### src/rtl/regfile_pkg.sv
`default_nettype none
// ============================================================================
//  Module      : regfile_pkg
//  Description : Shared widths, instruction field positions, opcode encoding
//                and controller state encoding for the register-file
//                sequencer.
//  Revision    : 1.0 - initial release
// ============================================================================
package regfile_pkg;

    localparam int W       = 16;   // data width, matches the 8x16 register file
    localparam int AW      = 3;    // register address width
    localparam int INSTR_W = 16;
    localparam int OP_W    = 4;
    localparam int IMM_W   = 9;

    // Instruction field bit positions
    localparam int OP_MSB   = 15;
    localparam int OP_LSB   = 12;
    localparam int DST_MSB  = 11;
    localparam int DST_LSB  = 9;
    localparam int SRCA_MSB = 8;
    localparam int SRCA_LSB = 6;
    localparam int SRCB_MSB = 5;
    localparam int SRCB_LSB = 3;
    localparam int IMM_MSB  = 8;
    localparam int IMM_LSB  = 0;

    // Opcode encoding; 11-15 are illegal
    localparam logic [OP_W-1:0] OP_NOP = 4'd0;
    localparam logic [OP_W-1:0] OP_MOV = 4'd1;
    localparam logic [OP_W-1:0] OP_ADD = 4'd2;
    localparam logic [OP_W-1:0] OP_SUB = 4'd3;
    localparam logic [OP_W-1:0] OP_AND = 4'd4;
    localparam logic [OP_W-1:0] OP_OR  = 4'd5;
    localparam logic [OP_W-1:0] OP_XOR = 4'd6;
    localparam logic [OP_W-1:0] OP_NOT = 4'd7;
    localparam logic [OP_W-1:0] OP_SHL = 4'd8;
    localparam logic [OP_W-1:0] OP_SHR = 4'd9;
    localparam logic [OP_W-1:0] OP_LDI = 4'd10;

    typedef enum logic [1:0] {
        ST_IDLE  = 2'd0,
        ST_READ  = 2'd1,
        ST_EXEC  = 2'd2,
        ST_WRITE = 2'd3
    } state_t;

endpackage
`default_nettype wire

### src/rtl/regfile_seq_if.sv
`default_nettype none
// ============================================================================
//  Module      : regfile_seq_if
//  Description : Instruction valid/ready handshake bundle.
//                master : instruction source (drives instr_valid, instr)
//                slave  : sequencer (drives instr_ready)
//  Revision    : 1.0 - initial release
// ============================================================================
interface regfile_seq_if;
    import regfile_pkg::*;

    logic               instr_valid;
    logic               instr_ready;
    logic [INSTR_W-1:0] instr;

    modport master (output instr_valid, output instr, input instr_ready);
    modport slave  (input instr_valid, input instr, output instr_ready);

endinterface
`default_nettype wire

### src/rtl/regfile_alu.sv
`default_nettype none
// ============================================================================
//  Module      : regfile_alu
//  Description : Combinational ALU for the register-file sequencer.
//                Ports: op (opcode), a/b (operands), imm (LDI immediate),
//                result ({carry, data}), flag_en (op updates flags/writes).
//  Revision    : 1.0 - initial release
// ============================================================================
module regfile_alu #(
    parameter int W = regfile_pkg::W
) (
    input  wire logic [regfile_pkg::OP_W-1:0]  op,
    input  wire logic [W-1:0]                  a,
    input  wire logic [W-1:0]                  b,
    input  wire logic [regfile_pkg::IMM_W-1:0] imm,
    output logic      [W:0]                    result,
    output logic                               flag_en
);
    import regfile_pkg::*;

    always_comb begin
        result  = '0;
        flag_en = 1'b1;
        case (op)
            OP_MOV: result = {1'b0, a};
            OP_ADD: result = {1'b0, a} + {1'b0, b};
            // A + ~B + 1: carry out is set exactly when no borrow occurs
            OP_SUB: result = {1'b0, a} + {1'b0, ~b} + (W+1)'(1);
            OP_AND: result = {1'b0, a & b};
            OP_OR:  result = {1'b0, a | b};
            OP_XOR: result = {1'b0, a ^ b};
            OP_NOT: result = {1'b0, ~a};
            OP_SHL: result = {a, 1'b0};
            OP_SHR: result = {a[0], 1'b0, a[W-1:1]};
            OP_LDI: result = (W+1)'(imm);
            // NOP and illegal opcodes: no write, flags untouched
            default: flag_en = 1'b0;
        endcase
    end

endmodule
`default_nettype wire

### src/rtl/regfile_seq.sv
`default_nettype none
// ============================================================================
//  Module      : regfile_seq
//  Description : Sequencing controller for the 8x16 register file.
//                IDLE -> READ -> EXEC -> WRITE -> IDLE, one instruction at a
//                time, with run / single-step gating of the non-IDLE states.
//                Ports: clk, rst (async, active high); instr_if (valid/ready
//                instruction handshake); run, step_req (step control);
//                rf_rd_a/b, rf_oper_a/b (read port); rf_wt_adrs, rf_wt_data,
//                rf_write, rf_step (write port); busy, done, flag_z, flag_c.
//  Revision    : 1.0 - initial release
// ============================================================================
module regfile_seq #(
    parameter int W  = regfile_pkg::W,
    parameter int AW = regfile_pkg::AW
) (
    input  wire logic          clk,
    input  wire logic          rst,
    regfile_seq_if.slave       instr_if,
    input  wire logic          run,
    input  wire logic          step_req,
    output logic      [AW-1:0] rf_rd_a,
    output logic      [AW-1:0] rf_rd_b,
    input  wire logic [W-1:0]  rf_oper_a,
    input  wire logic [W-1:0]  rf_oper_b,
    output logic      [AW-1:0] rf_wt_adrs,
    output logic      [W-1:0]  rf_wt_data,
    output logic               rf_write,
    output logic               rf_step,
    output logic               busy,
    output logic               done,
    output logic               flag_z,
    output logic               flag_c
);
    import regfile_pkg::*;

    state_t             state_q,   state_d;
    logic [INSTR_W-1:0] instr_q,   instr_d;
    logic [W-1:0]       op_a_q,    op_a_d;
    logic [W-1:0]       op_b_q,    op_b_d;
    logic [AW-1:0]      rd_a_q,    rd_a_d;
    logic [AW-1:0]      rd_b_q,    rd_b_d;
    logic [AW-1:0]      wt_adrs_q, wt_adrs_d;
    logic [W-1:0]       wt_data_q, wt_data_d;
    logic               flag_z_q,  flag_z_d;
    logic               flag_c_q,  flag_c_d;
    logic               done_q,    done_d;

    logic [W:0]         alu_result;
    logic               alu_flag_en;
    logic               adv;

    // Non-IDLE states advance every edge when free-running, otherwise only
    // on an edge that carries a step request.
    assign adv = run | step_req;

    regfile_alu #(.W(W)) u_alu (
        .op      (instr_q[OP_MSB:OP_LSB]),
        .a       (op_a_q),
        .b       (op_b_q),
        .imm     (instr_q[IMM_MSB:IMM_LSB]),
        .result  (alu_result),
        .flag_en (alu_flag_en)
    );

    always_comb begin
        state_d   = state_q;
        instr_d   = instr_q;
        op_a_d    = op_a_q;
        op_b_d    = op_b_q;
        rd_a_d    = rd_a_q;
        rd_b_d    = rd_b_q;
        wt_adrs_d = wt_adrs_q;
        wt_data_d = wt_data_q;
        flag_z_d  = flag_z_q;
        flag_c_d  = flag_c_q;
        done_d    = 1'b0;
        rf_write  = 1'b0;
        rf_step   = 1'b0;
        case (state_q)
            ST_IDLE: begin
                if (instr_if.instr_valid) begin
                    instr_d = instr_if.instr;
                    // Read addresses are presented for the whole READ cycle
                    rd_a_d  = AW'(instr_if.instr[SRCA_MSB:SRCA_LSB]);
                    rd_b_d  = AW'(instr_if.instr[SRCB_MSB:SRCB_LSB]);
                    state_d = ST_READ;
                end
            end
            ST_READ: begin
                if (adv) begin
                    // Operands captured here, so dst == src is safe
                    op_a_d  = rf_oper_a;
                    op_b_d  = rf_oper_b;
                    state_d = ST_EXEC;
                end
            end
            ST_EXEC: begin
                if (adv) begin
                    if (alu_flag_en) begin
                        flag_z_d  = (alu_result[W-1:0] == '0);
                        flag_c_d  = alu_result[W];
                        wt_adrs_d = AW'(instr_q[DST_MSB:DST_LSB]);
                        wt_data_d = alu_result[W-1:0];
                    end
                    state_d = ST_WRITE;
                end
            end
            ST_WRITE: begin
                // Strobe only in the cycle that leaves WRITE so single-step
                // produces exactly one write per instruction.
                if (adv) begin
                    rf_step  = 1'b1;
                    rf_write = alu_flag_en;
                    done_d   = 1'b1;
                    state_d  = ST_IDLE;
                end
            end
            default: state_d = ST_IDLE;
        endcase
    end

    always_ff @(posedge clk or posedge rst) begin
        if (rst) begin
            state_q   <= ST_IDLE;
            instr_q   <= '0;
            op_a_q    <= '0;
            op_b_q    <= '0;
            rd_a_q    <= '0;
            rd_b_q    <= '0;
            wt_adrs_q <= '0;
            wt_data_q <= '0;
            flag_z_q  <= 1'b0;
            flag_c_q  <= 1'b0;
            done_q    <= 1'b0;
        end else begin
            state_q   <= state_d;
            instr_q   <= instr_d;
            op_a_q    <= op_a_d;
            op_b_q    <= op_b_d;
            rd_a_q    <= rd_a_d;
            rd_b_q    <= rd_b_d;
            wt_adrs_q <= wt_adrs_d;
            wt_data_q <= wt_data_d;
            flag_z_q  <= flag_z_d;
            flag_c_q  <= flag_c_d;
            done_q    <= done_d;
        end
    end

    assign instr_if.instr_ready = (state_q == ST_IDLE);
    assign busy                 = (state_q != ST_IDLE);
    assign done                 = done_q;
    assign rf_rd_a              = rd_a_q;
    assign rf_rd_b              = rd_b_q;
    assign rf_wt_adrs           = wt_adrs_q;
    assign rf_wt_data           = wt_data_q;
    assign flag_z               = flag_z_q;
    assign flag_c               = flag_c_q;

endmodule
`default_nettype wire

### src/flat_wrapper.sv
// flat-port wrapper written by rule: the top's interface ports become plain ports
module regfile_seq_flat import regfile_pkg::*;
#(
    parameter int W  = regfile_pkg::W,
    parameter int AW = regfile_pkg::AW
)
  (clk, rst, run, step_req, rf_rd_a, rf_rd_b, rf_oper_a, rf_oper_b, rf_wt_adrs, rf_wt_data, rf_write, rf_step, busy, done, flag_z, flag_c, instr_if_instr_valid, instr_if_instr, instr_if_instr_ready);
  regfile_seq_if instr_if_i ();
  input  wire logic clk;
  input  wire logic rst;
  input  wire logic run;
  input  wire logic step_req;
  output logic      [AW-1:0] rf_rd_a;
  output logic      [AW-1:0] rf_rd_b;
  input  wire logic [W-1:0] rf_oper_a;
  input  wire logic [W-1:0] rf_oper_b;
  output logic      [AW-1:0] rf_wt_adrs;
  output logic      [W-1:0] rf_wt_data;
  output logic rf_write;
  output logic rf_step;
  output logic busy;
  output logic done;
  output logic flag_z;
  output logic flag_c;
  input wire logic [$bits(instr_if_i.instr_valid)-1:0] instr_if_instr_valid;
  input wire logic [$bits(instr_if_i.instr)-1:0] instr_if_instr;
  output wire logic [$bits(instr_if_i.instr_ready)-1:0] instr_if_instr_ready;
  assign instr_if_i.instr_valid = instr_if_instr_valid;
  assign instr_if_i.instr = instr_if_instr;
  assign instr_if_instr_ready = instr_if_i.instr_ready;
  regfile_seq #(.W(W), .AW(AW)) u_core (.clk(clk), .rst(rst), .instr_if(instr_if_i), .run(run), .step_req(step_req), .rf_rd_a(rf_rd_a), .rf_rd_b(rf_rd_b), .rf_oper_a(rf_oper_a), .rf_oper_b(rf_oper_b), .rf_wt_adrs(rf_wt_adrs), .rf_wt_data(rf_wt_data), .rf_write(rf_write), .rf_step(rf_step), .busy(busy), .done(done), .flag_z(flag_z), .flag_c(flag_c));
endmodule
### config.mk
export PLATFORM = sky130hd
export DESIGN_NAME = regfile_seq_flat
export DESIGN_NICKNAME = d
export VERILOG_FILES = /design/src/rtl/regfile_pkg.sv /design/src/rtl/regfile_seq_if.sv /design/src/rtl/regfile_alu.sv /design/src/rtl/regfile_seq.sv /design/src/flat_wrapper.sv
export SDC_FILE = /design/constraint.sdc
export NUM_CORES = 1
export LEC_CHECK = 0
export BUFFER_PORTS_ARGS = -buffer_cell sky130_fd_sc_hd__clkbuf_2
export CAP_MARGIN = 10
export CORE_AREA = 2 2 113 115
export DETAILED_ROUTE_END_ITERATION = 16
export DIE_AREA = 0 0 115 117
export GPL_TIMING_DRIVEN = 0
export PLACE_DENSITY = 0.72
export SKIP_LAST_GASP = 1
export SLEW_MARGIN = 30
export SYNTH_ARGS = -nofsm -noshare
export SYNTH_HDL_FRONTEND = slang
export SYNTH_SLANG_ARGS = --single-unit
### constraint.sdc
create_clock -name clk -period 8.2 [get_ports clk]
set_clock_uncertainty 0.1 [all_clocks]
set_input_delay 1.64 -clock clk [delete_from_list [all_inputs] [get_ports clk]]
set_output_delay 1.64 -clock clk [all_outputs]
set_load 0.02 [all_outputs]
# After elaboration in Yosys (flattened, before gate mapping)
# Index checks and enable logic that the tools add are counted.
# word_totals
regBits	78
out_inout_bits	32
# op_classes
n_addsub	3
eq_ne	17
mux	11
bitwise_logic	6
n_reduce_logical	8
# ops
operator	n
17-bit case mux with 10 select lines	1
16-bit by 16-bit adder with 17-bit output	2
16-bit NOT	2
17-bit by 1-bit adder with 17-bit output (second input constant)	1
16-bit bitwise AND	1
4-bit by 3-bit == test with 1-bit output (second input constant)	4
16-bit logical NOT	1
16-bit bitwise OR	1
16-bit bitwise XOR	1
4-bit == test (second input constant)	3
10-bit OR reduction	1
4-bit by 2-bit == test with 1-bit output (second input constant)	2
2-bit 2-to-1 mux	4
2-bit case mux with 4 select lines	1
2-bit by 1-bit inequality test with 1-bit output (second input constant)	3
1-bit 2-to-1 mux	5
2-bit == test (second input constant)	2
4-bit by 1-bit == test with 1-bit output (second input constant)	1
2-bit AND reduction	2
4-bit AND reduction	1
3-bit AND reduction	1
2-bit by 1-bit == test with 1-bit output (second input constant)	1
2-bit logical NOT	1
2-bit inequality test (second input constant)	1
other kinds (2)	2

# Depth between registers and ports, before layout
# depth
word_depth	5
ltp_mapped	12
ltp_nobuf	12

# Modules after synthesis
# Synthesis repeated with hierarchy kept, for this count alone.
# hier_totals
hier_cells	629
area_unflattened_um2	5886.9
# by_module_without_submodules
mod	instances	cells_per_inst	area_each_um2	seq_area_each_um2
regfile_seq	1	177	2961.6	1801.7
regfile_alu	1	452	2925.3	0.0

# Least setup slack after synthesis
# No wires, ideal clock.
# synth_path
kind	input-to-output
from	in step_req
to	out rf_write
arrival_time_ns	2.297
required_time_ns	6.460
setup_slack_ns	4.163
path_stages	2
path_cell_list	o21ai_0 > a221oi_1
# synth_via
elab_chain_cells	3
# synth_lines
element	line_no	text
from (decl)	flat_wrapper.sv:12	input wire logic step_req;
1-bit bitwise OR	regfile_seq.sv:55	assign adv = run | step_req;
1-bit 2-to-1 mux	regfile_seq.sv:112	if (adv) begin
1-bit 2-to-1 mux	regfile_seq.sv:80	case (state_q)
to (decl)	flat_wrapper.sv:19	output logic rf_write;
# Every way passes these cells.

# Worst setup path after layout
# Same ends and word-level chain as after synthesis.

==> reports/summary.log <==
[synth] instance count of the mapped netlist 739
[synth] total of warnings raised by yosys 0
[clock_tree] Num CTS Buffers 9
[synth] main area contributors after synthesis dfrtp_1, ha_1, mux2_2, a21oi_1, inv_1
[grt] overall global routing resource usage 0.360
[sta] Period Utilization, post-route 0.518
[clock_tree] cell chosen for the clock root clkbuf_16
[setup_path] Max FO, Critical Path 4
[sta] actual transition at the worst max-transition pin 1.15 ns
[setup_path] data arrival at the endpoint of the critical path 2.51 ns
[placement] count of port buffers added during placement 84
[clock_tree] TritonCTS sink count 72
[floorplanning] die boundary width 115 µm
[grt] remaining global-route overflow 0
[sta] shortest period the worst path allows 4.25 ns
[setup_path] type of element launching the critical path primary input
[sta] number of pins with negative max-slew slack in the final report 0
[final_layout] fillcell total 1087
[synth] area share of the largest cell type after synthesis 0.273
[setup_path] most frequent cell on the critical path clkbuf_2
[setup_path] Worst Path Buf+Inv 2
[floorplanning] height of the die 117 µm
[sta] Max Fclk 235 MHz
[detailed_routing] length of the first detailed-routing pass in iterations 5
[detailed_routing] routed wire length per instance 24.2 µm
[synth] register area share after synthesis 0.273
[min_path] class of the most critical hold timing path register to register
[synth] ys flop type dfrtp_1
[status] outcome finished, final reports clean
[synth] register bit count reported by yosys 72
[synth] ys async rst share 1.00
[sta] Setup Viol. Count Final 0
[setup_path] slowest cell on the critical path a221oi_1
[synth] cell area after synthesis 0.00660 mm²
[setup_path] biggest cell delay along the critical path 0.35 ns
[synth] commonest cells in the netlist dfrtp_1, mux2_2, ha_1
[grt] most congested layer reported by global routing met2
[setup_path] largest delay contributor family on the critical path compound AO/OA/AOI/OAI gates
[detailed_routing] Iter 0 DRT Violations 642
[sta] worst-case headroom to the max-slew limit 0.226
[floorplanning] number of placement rows 41
[final_layout] layout cells sized above 1 0.265
[synth] number of enable flip-flop cells after synthesis 0
[clock_tree] number of H-tree levels 3
[sta] hold violation total from the final report 0
[clock_tree] clock slew at reported path FFs 0.06 ns
[final_layout] Antenna diodes 0
[grt] initial antenna violation count 0
[detailed_routing] total vias in the final route 6601
[placement] RePlAce Congestion 0.999
[setup_path] cells along the critical path clkbuf_2 > o21ai_0 > a221oi_1 > clkbuf_2
[synth] nets in the synthesized netlist 850
[final_layout] area grow syn2layout 14.6%
[setup_path] required time of the critical path 6.46 ns
[clock_tree] TritonCTS clock tree built
[detailed_routing] WL final 24000 µm
[clock_tree] CTS resizes 0
[setup_path] Crit Path Category primary input to output port
[clock_tree] setup fix buffers added after clock tree synthesis 0
[setup_path] register-to-register setup slack 4.38 ns
[setup_path] category of the worst setup path capture point output port
[grt] GR Util met1 0.480
[synth] cell accounting for the most synthesized area dfrtp_1
[clock_tree] number of buffers inserted by hold repair at cts 0
[sta] Setup Total Neg Slack 0 ns
[grt] largest net degree at the start of global routing 53
[job] number of max-cap violations 0
[floorplanning] Initial Util 0.536
[detailed_routing] average via count per standard cell 6.67
[floorplanning] overall die area 0.0135 mm²
[final_layout] final-stage net count 946
[synth] Distinct cells, synth 90
[detailed_routing] post-detailed-route DRC marker count 0
[grt] met2 Usage GRT 0.570
[floorplanning] Core Footprint 0.0123 mm²
[sta] setup repair after global routing missed its margin no
[floorplanning] number of I/O pins 85
[synth] most instantiated library cell after synthesis dfrtp_1
[placement] detailed placer's ending HPWL 18800 µm
[synth] Post-Synthesis Mean Instance Area 8.93 µm²
[grt] via count of the first global-routing pass 6417
[clock_tree] Clock Path Buffers 2
[grt] first-pass GRT wire length 36100 µm
[clock_tree] clock latency of the later-clocked register in the worst-skew pair 0.35 ns
[detailed_routing] Antenna Nets Post-Route 0
[grt] M3 GR Usage 0.0731
## final timing paths
path                                      startpoint                     to  depth (start not counted)
worst max-delay path                        step_req               rf_write                          4
worst max register to register      u_core.op_a_q[0]          u_core.flag_z                         10
worst min register to register  u_core.rf_wt_adrs[2]   u_core.rf_wt_adrs[2]                          1
worst min-delay path            u_core.rf_wt_adrs[2]   u_core.rf_wt_adrs[2]                          1
max in group asynchronous                        rst      u_core.op_b_q[14]                          3
min in group asynchronous                        rst  u_core.rf_wt_data[11]                          2
## per-layer routing
metal / vias up / wire length, µm
met2: 368 / 10900
met1: 3230 / 10200
met3: 59 / 1970
met5: - / 0
met4: 0 / 896
li1: 2944 / -
## cells in the final DEF, fill, tap and decap left out, drive strengths merged, types with 6 or more instances in the layout
master	count
a2111oi	10
a211oi	10
a21o	6
a21oi	49
a221oi	9
a2bb2oi	6
a31oi	8
a32oi	7
and3	6
buf	43
clkbuf	110
dfrtp	72
ha	56
inv	54
mux2	59
nand2	35
nand2b	17
nand3	9
nor2	48
nor2b	12
nor3	21
nor3b	7
o211ai	11
o21ai	36
o22ai	8
o31ai	12
or3	6
## cell type report
cell class                      count  area, µm²  area share
Tap cell                          150        188      0.0248
Clock inverter                      5       78.8      0.0104
Sequential cell                    72       1800       0.238
Timing Repair Buffer               85        448      0.0592
Buffer                             57        332      0.0438
Clock buffer                       11        243      0.0321
Multi-Input combinational cell    556       4270       0.564
Inverter                           54        205      0.0271
## sequential cells by signal, summed over array words and instances, names as in the netlist
name / flops
u_core.flag_c: 1
u_core.state_q: 2
u_core.rf_wt_adrs: 3
u_core.instr_q: 16
u_core.op_a_q: 16
u_core.flag_z: 1
u_core.rf_wt_data: 16
u_core.done: 1
u_core.op_b_q: 16
## per-stage QoR
stage	hold slack [ns]	util	area [µm²]	instances	setup WS, ns
floorplan	0.374	-	6600	739	4.16
global placement	0.376	0.585	7210	973	4.03
detailed placement	0.394	0.588	7240	974	4.00
CTS	0.408	0.614	7560	990	4.01
global route	0.423	0.614	7560	990	3.97
finish	0.404	0.614	7560	990	3.95
## cell families after synthesis
| family | count (synthesis) | synth area share |
|---|---|---|
| AO/OA/AOI/OAI | 231 | 0.253 |
| XOR/XNOR | 2 | 0.00265 |
| adder cells (fa/ha/maj) | 58 | 0.112 |
| buffers and inverters | 111 | 0.0809 |
| flip-flops | 72 | 0.273 |
| multiplexers | 65 | 0.112 |
| AND/OR/NAND/NOR | 200 | 0.166 |
Power is not shown: default switching activity piles up to over one toggle a cycle in this logic, so the estimate is an artifact.
